[src/rtl/ol_pkg.sv]
// Shared optical-link TX definitions: framing FSM states, idle/comma word, header layout.
package ol_pkg;

    typedef enum logic [1:0] {
        ST_IDLE = 2'd0,
        ST_HDR  = 2'd1,
        ST_PAY  = 2'd2,
        ST_TRL  = 2'd3
    } ol_state_e;

    localparam logic [15:0] OL_IDLE_WORD = 16'h50BC;
    localparam logic [1:0]  OL_IDLE_K    = 2'b01;
    localparam logic [3:0]  OL_HDR_TAG   = 4'hA;

    // Header word: tag [15:12], source id [11:8], payload length [7:0]
    typedef struct packed {
        logic [3:0] tag;
        logic [3:0] src;
        logic [7:0] len;
    } ol_hdr_t;

endpackage

[src/rtl/ol_rr_arbiter.sv]
// Round-robin pick: first requester after 'last' (wrapping) wins; purely combinational.
// Zero latency; no backpressure, the caller decides when to accept the pick.
module ol_rr_arbiter #(
    parameter int N = 4
) (
    input  logic [N-1:0] req,
    input  logic [3:0]   last,
    output logic [N-1:0] gnt,
    output logic [3:0]   idx,
    output logic         any
);

    // Scan indices above 'last' first, then wrap around from 0 up to 'last'.
    always_comb begin
        gnt = '0;
        idx = '0;
        any = 1'b0;
        for (int i = 0; i < N; i++) begin
            if (!any && req[i] && (i > int'(last))) begin
                any    = 1'b1;
                gnt[i] = 1'b1;
                idx    = 4'(i);
            end
        end
        for (int i = 0; i < N; i++) begin
            if (!any && req[i] && (i <= int'(last))) begin
                any    = 1'b1;
                gnt[i] = 1'b1;
                idx    = 4'(i);
            end
        end
    end

endmodule

[src/rtl/ol_tx_arbiter.sv]
// Frames requester packets (header, payload, checksum trailer) onto the link TX word stream, idles between.
// Header one cycle after arbitration, trailer at len+2; link_up low aborts the packet and blocks new ones.
module ol_tx_arbiter
    import ol_pkg::*;
#(
    parameter int          N_REQ     = 4,
    parameter logic [15:0] IDLE_WORD = OL_IDLE_WORD,
    parameter logic [1:0]  IDLE_K    = OL_IDLE_K,
    parameter logic [3:0]  HDR_TAG   = OL_HDR_TAG
) (
    input  logic                  clk,
    input  logic                  rst,
    input  logic                  link_up,
    input  logic [N_REQ-1:0]      req_valid,
    input  logic [8*N_REQ-1:0]    req_len,
    input  logic [16*N_REQ-1:0]   req_data,
    output logic [N_REQ-1:0]      req_rd,
    output logic [N_REQ-1:0]      grant,
    output logic [15:0]           tx_data,
    output logic [1:0]            tx_datak,
    output logic                  pkt_done,
    output logic                  pkt_abort,
    output logic [15:0]           pkt_count
);

    ol_state_e          state_q, state_d;
    logic [3:0]         g_q, g_d;
    logic [3:0]         last_q, last_d;
    logic [N_REQ-1:0]   gnt_q, gnt_d;
    logic [N_REQ-1:0]   rd_q, rd_d;
    logic [7:0]         rem_q, rem_d;
    logic [15:0]        acc_q, acc_d;
    logic [15:0]        tx_data_q, tx_data_d;
    logic [1:0]         tx_datak_q, tx_datak_d;
    logic               done_q, done_d;
    logic               abort_q, abort_d;
    logic [15:0]        count_q, count_d;

    logic [N_REQ-1:0]   arb_gnt;
    logic [3:0]         arb_idx;
    logic               arb_any;
    logic [7:0]         arb_len;
    logic [15:0]        head_dat;
    ol_hdr_t            hdr;

    ol_rr_arbiter #(.N(N_REQ)) u_rr (
        .req  (req_valid),
        .last (last_q),
        .gnt  (arb_gnt),
        .idx  (arb_idx),
        .any  (arb_any)
    );

    always_comb begin
        head_dat = '0;
        arb_len  = '0;
        for (int i = 0; i < N_REQ; i++) begin
            if (gnt_q[i])   head_dat = req_data[16*i +: 16];
            if (arb_gnt[i]) arb_len  = req_len[8*i +: 8];
        end
    end

    // Outputs are registered, so each state computes the word shown during the next state.
    always_comb begin
        state_d    = state_q;
        g_d        = g_q;
        last_d     = last_q;
        gnt_d      = gnt_q;
        rd_d       = '0;
        rem_d      = rem_q;
        acc_d      = acc_q;
        tx_data_d  = IDLE_WORD;
        tx_datak_d = IDLE_K;
        done_d     = 1'b0;
        abort_d    = 1'b0;
        count_d    = count_q;
        hdr        = '{tag: HDR_TAG, src: arb_idx, len: arb_len};

        if (state_q == ST_IDLE) begin
            if (link_up && arb_any) begin
                state_d    = ST_HDR;
                g_d        = arb_idx;
                gnt_d      = arb_gnt;
                rem_d      = arb_len;
                tx_data_d  = hdr;
                tx_datak_d = 2'b00;
                acc_d      = hdr;
                rd_d       = (arb_len != 8'd0) ? arb_gnt : '0;
            end
        end else if (!link_up) begin
            state_d = ST_IDLE;
            gnt_d   = '0;
            abort_d = 1'b1;
            last_d  = g_q;
        end else begin
            case (state_q)
                ST_HDR, ST_PAY: begin
                    tx_datak_d = 2'b00;
                    // In HDR rem_q==0 means an empty payload; in PAY rem_q counts words still to show.
                    if ((state_q == ST_HDR) ? (rem_q != 8'd0) : (rem_q > 8'd1)) begin
                        state_d   = ST_PAY;
                        tx_data_d = head_dat;
                        acc_d     = acc_q + head_dat;
                        if (state_q == ST_HDR) begin
                            rd_d = (rem_q > 8'd1) ? gnt_q : '0;
                        end else begin
                            rem_d = rem_q - 8'd1;
                            rd_d  = (rem_q > 8'd2) ? gnt_q : '0;
                        end
                    end else begin
                        state_d   = ST_TRL;
                        tx_data_d = acc_q;
                        done_d    = 1'b1;
                        count_d   = count_q + 16'd1;
                    end
                end
                ST_TRL: begin
                    state_d = ST_IDLE;
                    gnt_d   = '0;
                    last_d  = g_q;
                end
                default: begin
                    state_d = ST_IDLE;
                    gnt_d   = '0;
                end
            endcase
        end
    end

    always_ff @(posedge clk or posedge rst) begin
        if (rst) begin
            state_q    <= ST_IDLE;
            g_q        <= '0;
            last_q     <= 4'(N_REQ - 1);
            gnt_q      <= '0;
            rd_q       <= '0;
            rem_q      <= '0;
            acc_q      <= '0;
            tx_data_q  <= IDLE_WORD;
            tx_datak_q <= IDLE_K;
            done_q     <= 1'b0;
            abort_q    <= 1'b0;
            count_q    <= '0;
        end else begin
            state_q    <= state_d;
            g_q        <= g_d;
            last_q     <= last_d;
            gnt_q      <= gnt_d;
            rd_q       <= rd_d;
            rem_q      <= rem_d;
            acc_q      <= acc_d;
            tx_data_q  <= tx_data_d;
            tx_datak_q <= tx_datak_d;
            done_q     <= done_d;
            abort_q    <= abort_d;
            count_q    <= count_d;
        end
    end

    // A pop must stop in the very cycle the link drops, before the registered state catches up.
    assign req_rd    = rd_q & {N_REQ{link_up}};
    assign grant     = gnt_q;
    assign tx_data   = tx_data_q;
    assign tx_datak  = tx_datak_q;
    assign pkt_done  = done_q;
    assign pkt_abort = abort_q;
    assign pkt_count = count_q;

endmodule
[config.mk]
export PLATFORM = sky130hd
export DESIGN_NAME = ol_tx_arbiter
export DESIGN_NICKNAME = d
export VERILOG_FILES = /design/src/rtl/ol_pkg.sv /design/src/rtl/ol_rr_arbiter.sv /design/src/rtl/ol_tx_arbiter.sv
export SDC_FILE = /design/constraint.sdc
export NUM_CORES = 1
export LEC_CHECK = 0
export BUFFER_PORTS_ARGS = -buffer_cell sky130_fd_sc_hd__clkbuf_2
export CORE_MARGIN = 3
export CORE_UTILIZATION = 47
export DETAILED_ROUTE_END_ITERATION = 10
export GPL_ROUTABILITY_DRIVEN = 0
export PLACE_DENSITY_LB_ADDON = 0.3
export REMOVE_ABC_BUFFERS = 1
export SYNTH_ARGS = -nofsm -noshare
export SYNTH_HDL_FRONTEND = slang
export SYNTH_SLANG_ARGS = --single-unit
[constraint.sdc]
create_clock -name clk -period 3.2 [get_ports clk]
set_input_delay 0.64 -clock clk [delete_from_list [all_inputs] [get_ports clk]]
set_output_delay 0.64 -clock clk [all_outputs]
set_load 0.05 [all_outputs]
==> impl_metrics.ini <==
[status]
status = complete, no violations

[die]
start_util = 0.485
core_area_um2 = 9820
dieArea_um2 = 11400
die_w_um = 107
row_count = 36
io_pins = 147
die_h_um = 107

[timing]
period_share = 0.950
setup-tns-final_ns = 0
slew_headroom = 0.483
period_minus_slack_ns = 3.04
clock_skew_ns = 0.00707
slew_violations = 0
final-setup-viol-count = 0
worst_pin_slew_ns = 0.774
final-hold-violation-count = 0
hold_ws_ns = 0.398
rsz0062_at_grt = yes
max_freq_ghz = 0.329

[setup_path]
path_class = register to register
cp-end-kind = register
reg2reg_depth = 15
cp_slowest_cell = dfrtp_1
r2r_slack_ns = 0.16
crit_path_start_kind = register
worstPathArrival_ns = 3.30
crit_path_frequent_cell = a21oi_2
cp_slowest_stage_delay_ns = 0.41
path_max_fanout = 4
worstPathCellList = buf_4, a22oi_2, nor2_1, a21oi_2, o21ai_2, ha_2, fa_1, a21o_1, a21oi_2, o21bai_2, a31o_2, a41oi_2, a21oi_1, xnor2_1, o31ai_1
required_ns = 3.46

[global_routing]
grt_remaining_overflow = 0
first_global_vias = 4624
grt_max_degree = 38
antenna_found_initial = 0
grt_use_met1 = 0.320
grt_pass1_wl_um = 22500
grt.busiest_layer = met2
grtUsageMet2 = 0.422
grtUsageMet3 = 0.0433
grt_use_total = 0.248

[logic_synthesis]
ys_ff_latch = 73
synth_common_cells = dfrtp_1 (63), o21ai_0 (59), nand2_1 (55), nor2_1 (50), a21oi_1 (39)
synth_top_cell_area_share = 0.331
synthCells = 541
post_synth_num_cell_types = 58
synth_async_sr_flop_share = 1.00
netlist_top_cells_area = dfrtp_1 (33%), o21ai_0 (6.2%), ha_1 (5.8%)
yosys_warnings = 0
yosysTopAreaCell = dfrtp_1
synth.most_common_cell = dfrtp_1
synth-edff-count = 0
synth.avg_cell_area_um2 = 8.81
synthFlopType = dfrtp_1
netlist_area_um2 = 4760
seq_area_frac_synth = 0.386

[pwr]
p_per_area_nw_per_um2 = 973
vdd_ir_drop_max_mv = 0.462
power.leakage_nw = 3.08
switching_share = 0.475
p_sw_mw = 2.81
combPwrFrac = 0.603
p_total_mw = 5.91
clkPwrFrac = 0.141
seq_power_share = 0.256
p_int_mw = 3.10

[placed_design]
port_buffers = 145
hpwlAfterDp_um = 10200

[layout]
antenna_cells = 0
layout-drive-gt1-share = 0.329
area_growth_pct = 27.5
nets = 813
fillers = 904

[cts]
cts_tree = built
clk_pin_slew_ns = 0.09
cts_buffer_depth = 2
htree_levels = 3
hold_buffers = 0
insertion_delay_ns = 0.36
cts_buffers = 9
clock-sinks = 73
cts_root_buf = clkbuf_8

[detailed_routing]
finalWirelength_um = 14000
first_pass_iters = 5
post_drt_wl_per_cell_um = 16.9
vias_per_cell = 5.73
drc_errors = 0
vias = 4729
initialDrtViolationCount = 346
detail-route-antenna-nets = 0

[min_path]
hold_class = input pin to asynchronous set/reset pin

[job]
maxCapViolations = 0
## flip-flops by register name, indices dropped and copies added, names as in the netlist, 2 cells and up
signal / cells
tx_data: 16
rem_q: 8
grant: 4
acc_q: 16
state_q: 2
pkt_count: 16
g_q: 2
last_q: 2
rd_q: 4
## critical path: cells and delay by family, from the launching register on
| kind | cells | cell delay [ns] |
|---|---|---|
| AOI/OAI and AO/OA | 10 | 1.56 |
| xor gates and xnor gates | 1 | 0.13 |
| adders and majority gates | 2 | 0.60 |
| buffers and inverters | 1 | 0.17 |
| DFF | 1 | 0.41 |
| and+or+nand+nor | 1 | 0.07 |
## power groups by stage
stage	Combinational, mW	Sequential [mW]	Clock (mW)
final	3.56	1.51	0.833
after detailed placement	3.31	1.52	0
after global placement	3.21	1.50	0
after global routing	3.89	1.55	0.887
after CTS	3.34	1.50	0.841
after floorplan	1.96	1.91	0
## metrics by stage
step / instance area (µm²) / setup slack (ns) / std cells / util
after global placement: 5690 / -0.156 / 804 / 0.580
after CTS: 5930 / 0.00527 / 820 / 0.604
after global routing: 6070 / -0.0121 / 825 / 0.619
after floorplan: 4610 / -0.710 / 506 / -
after detailed placement: 5690 / -0.222 / 804 / 0.580
final: 6070 / 0.160 / 825 / 0.619
## per-layer routing
| metal | share of wire | routed length, µm |
|---|---|---|
| met4 | 0.020 | 276 |
| met5 | 0 | 0 |
| met1 | 0.40 | 5590 |
| met3 | 0.079 | 1100 |
| met2 | 0.50 | 7000 |
## area by class of cell
cell class | instances | area [µm²] | area share
repair buffers | 170 | 971 | 0.160
flip-flops and latches | 73 | 1840 | 0.303
clock inverters | 7 | 103 | 0.0169
well taps | 133 | 166 | 0.0274
inverters | 14 | 52.6 | 0.00865
clock buffers | 9 | 124 | 0.0204
multi-input cells | 419 | 2820 | 0.464
## logic make-up after synthesis
kind of cell / count (synthesis) / share of synthesized area
adder cells (fa/ha/maj): 23 / 0.0620
multiplexers: 21 / 0.0457
buffers and inverters: 49 / 0.0431
other: 1 / 0.000787
XOR/XNOR: 27 / 0.0496
AND/OR/NAND/NOR: 164 / 0.159
AO/OA/AOI/OAI: 183 / 0.254
flip-flops: 73 / 0.386
## placed cells by master (no fill, tap or decap), types with 12 or more instances in the layout
cell type  Yosys  routed
clkbuf_2       0     145
dfrtp_1       63      63
nand2_1       55      55
nor2_1        50      50
o21ai_0       59      48
a21oi_1       39      34
a22o_1        26      26
ha_1          22      20
buf_4          3      20
xnor2_1       17      17
mux2i_1       15      15
inv_1         13      12
nand3_1       12      12
a22oi_1       16      12
## worst paths after layout
check | endpoint | from
worst max-delay path | acc_q[14]$_DFFE_PP0P_ | grant[1]$_DFFE_PP0P_
worst min register to register | pkt_count[15]$_DFFE_PP0P_ | pkt_count[15]$_DFFE_PP0P_
worst max register to register | acc_q[14]$_DFFE_PP0P_ | grant[1]$_DFFE_PP0P_
worst min-delay path | tx_data[0]$_DFF_PP0_ | rst
max in group asynchronous | tx_data[7]$_DFF_PP1_ | rst
min in group clk | pkt_count[15]$_DFFE_PP0P_ | pkt_count[15]$_DFFE_PP0P_
## timing repair
action	4_1_cts	5_1_grt
resized for setup	5	34
pin swaps	0	8
setup buffers	0	5
endpoints found under the setup margin	5	7
Note: power is estimated with default switching activity, not from simulation.
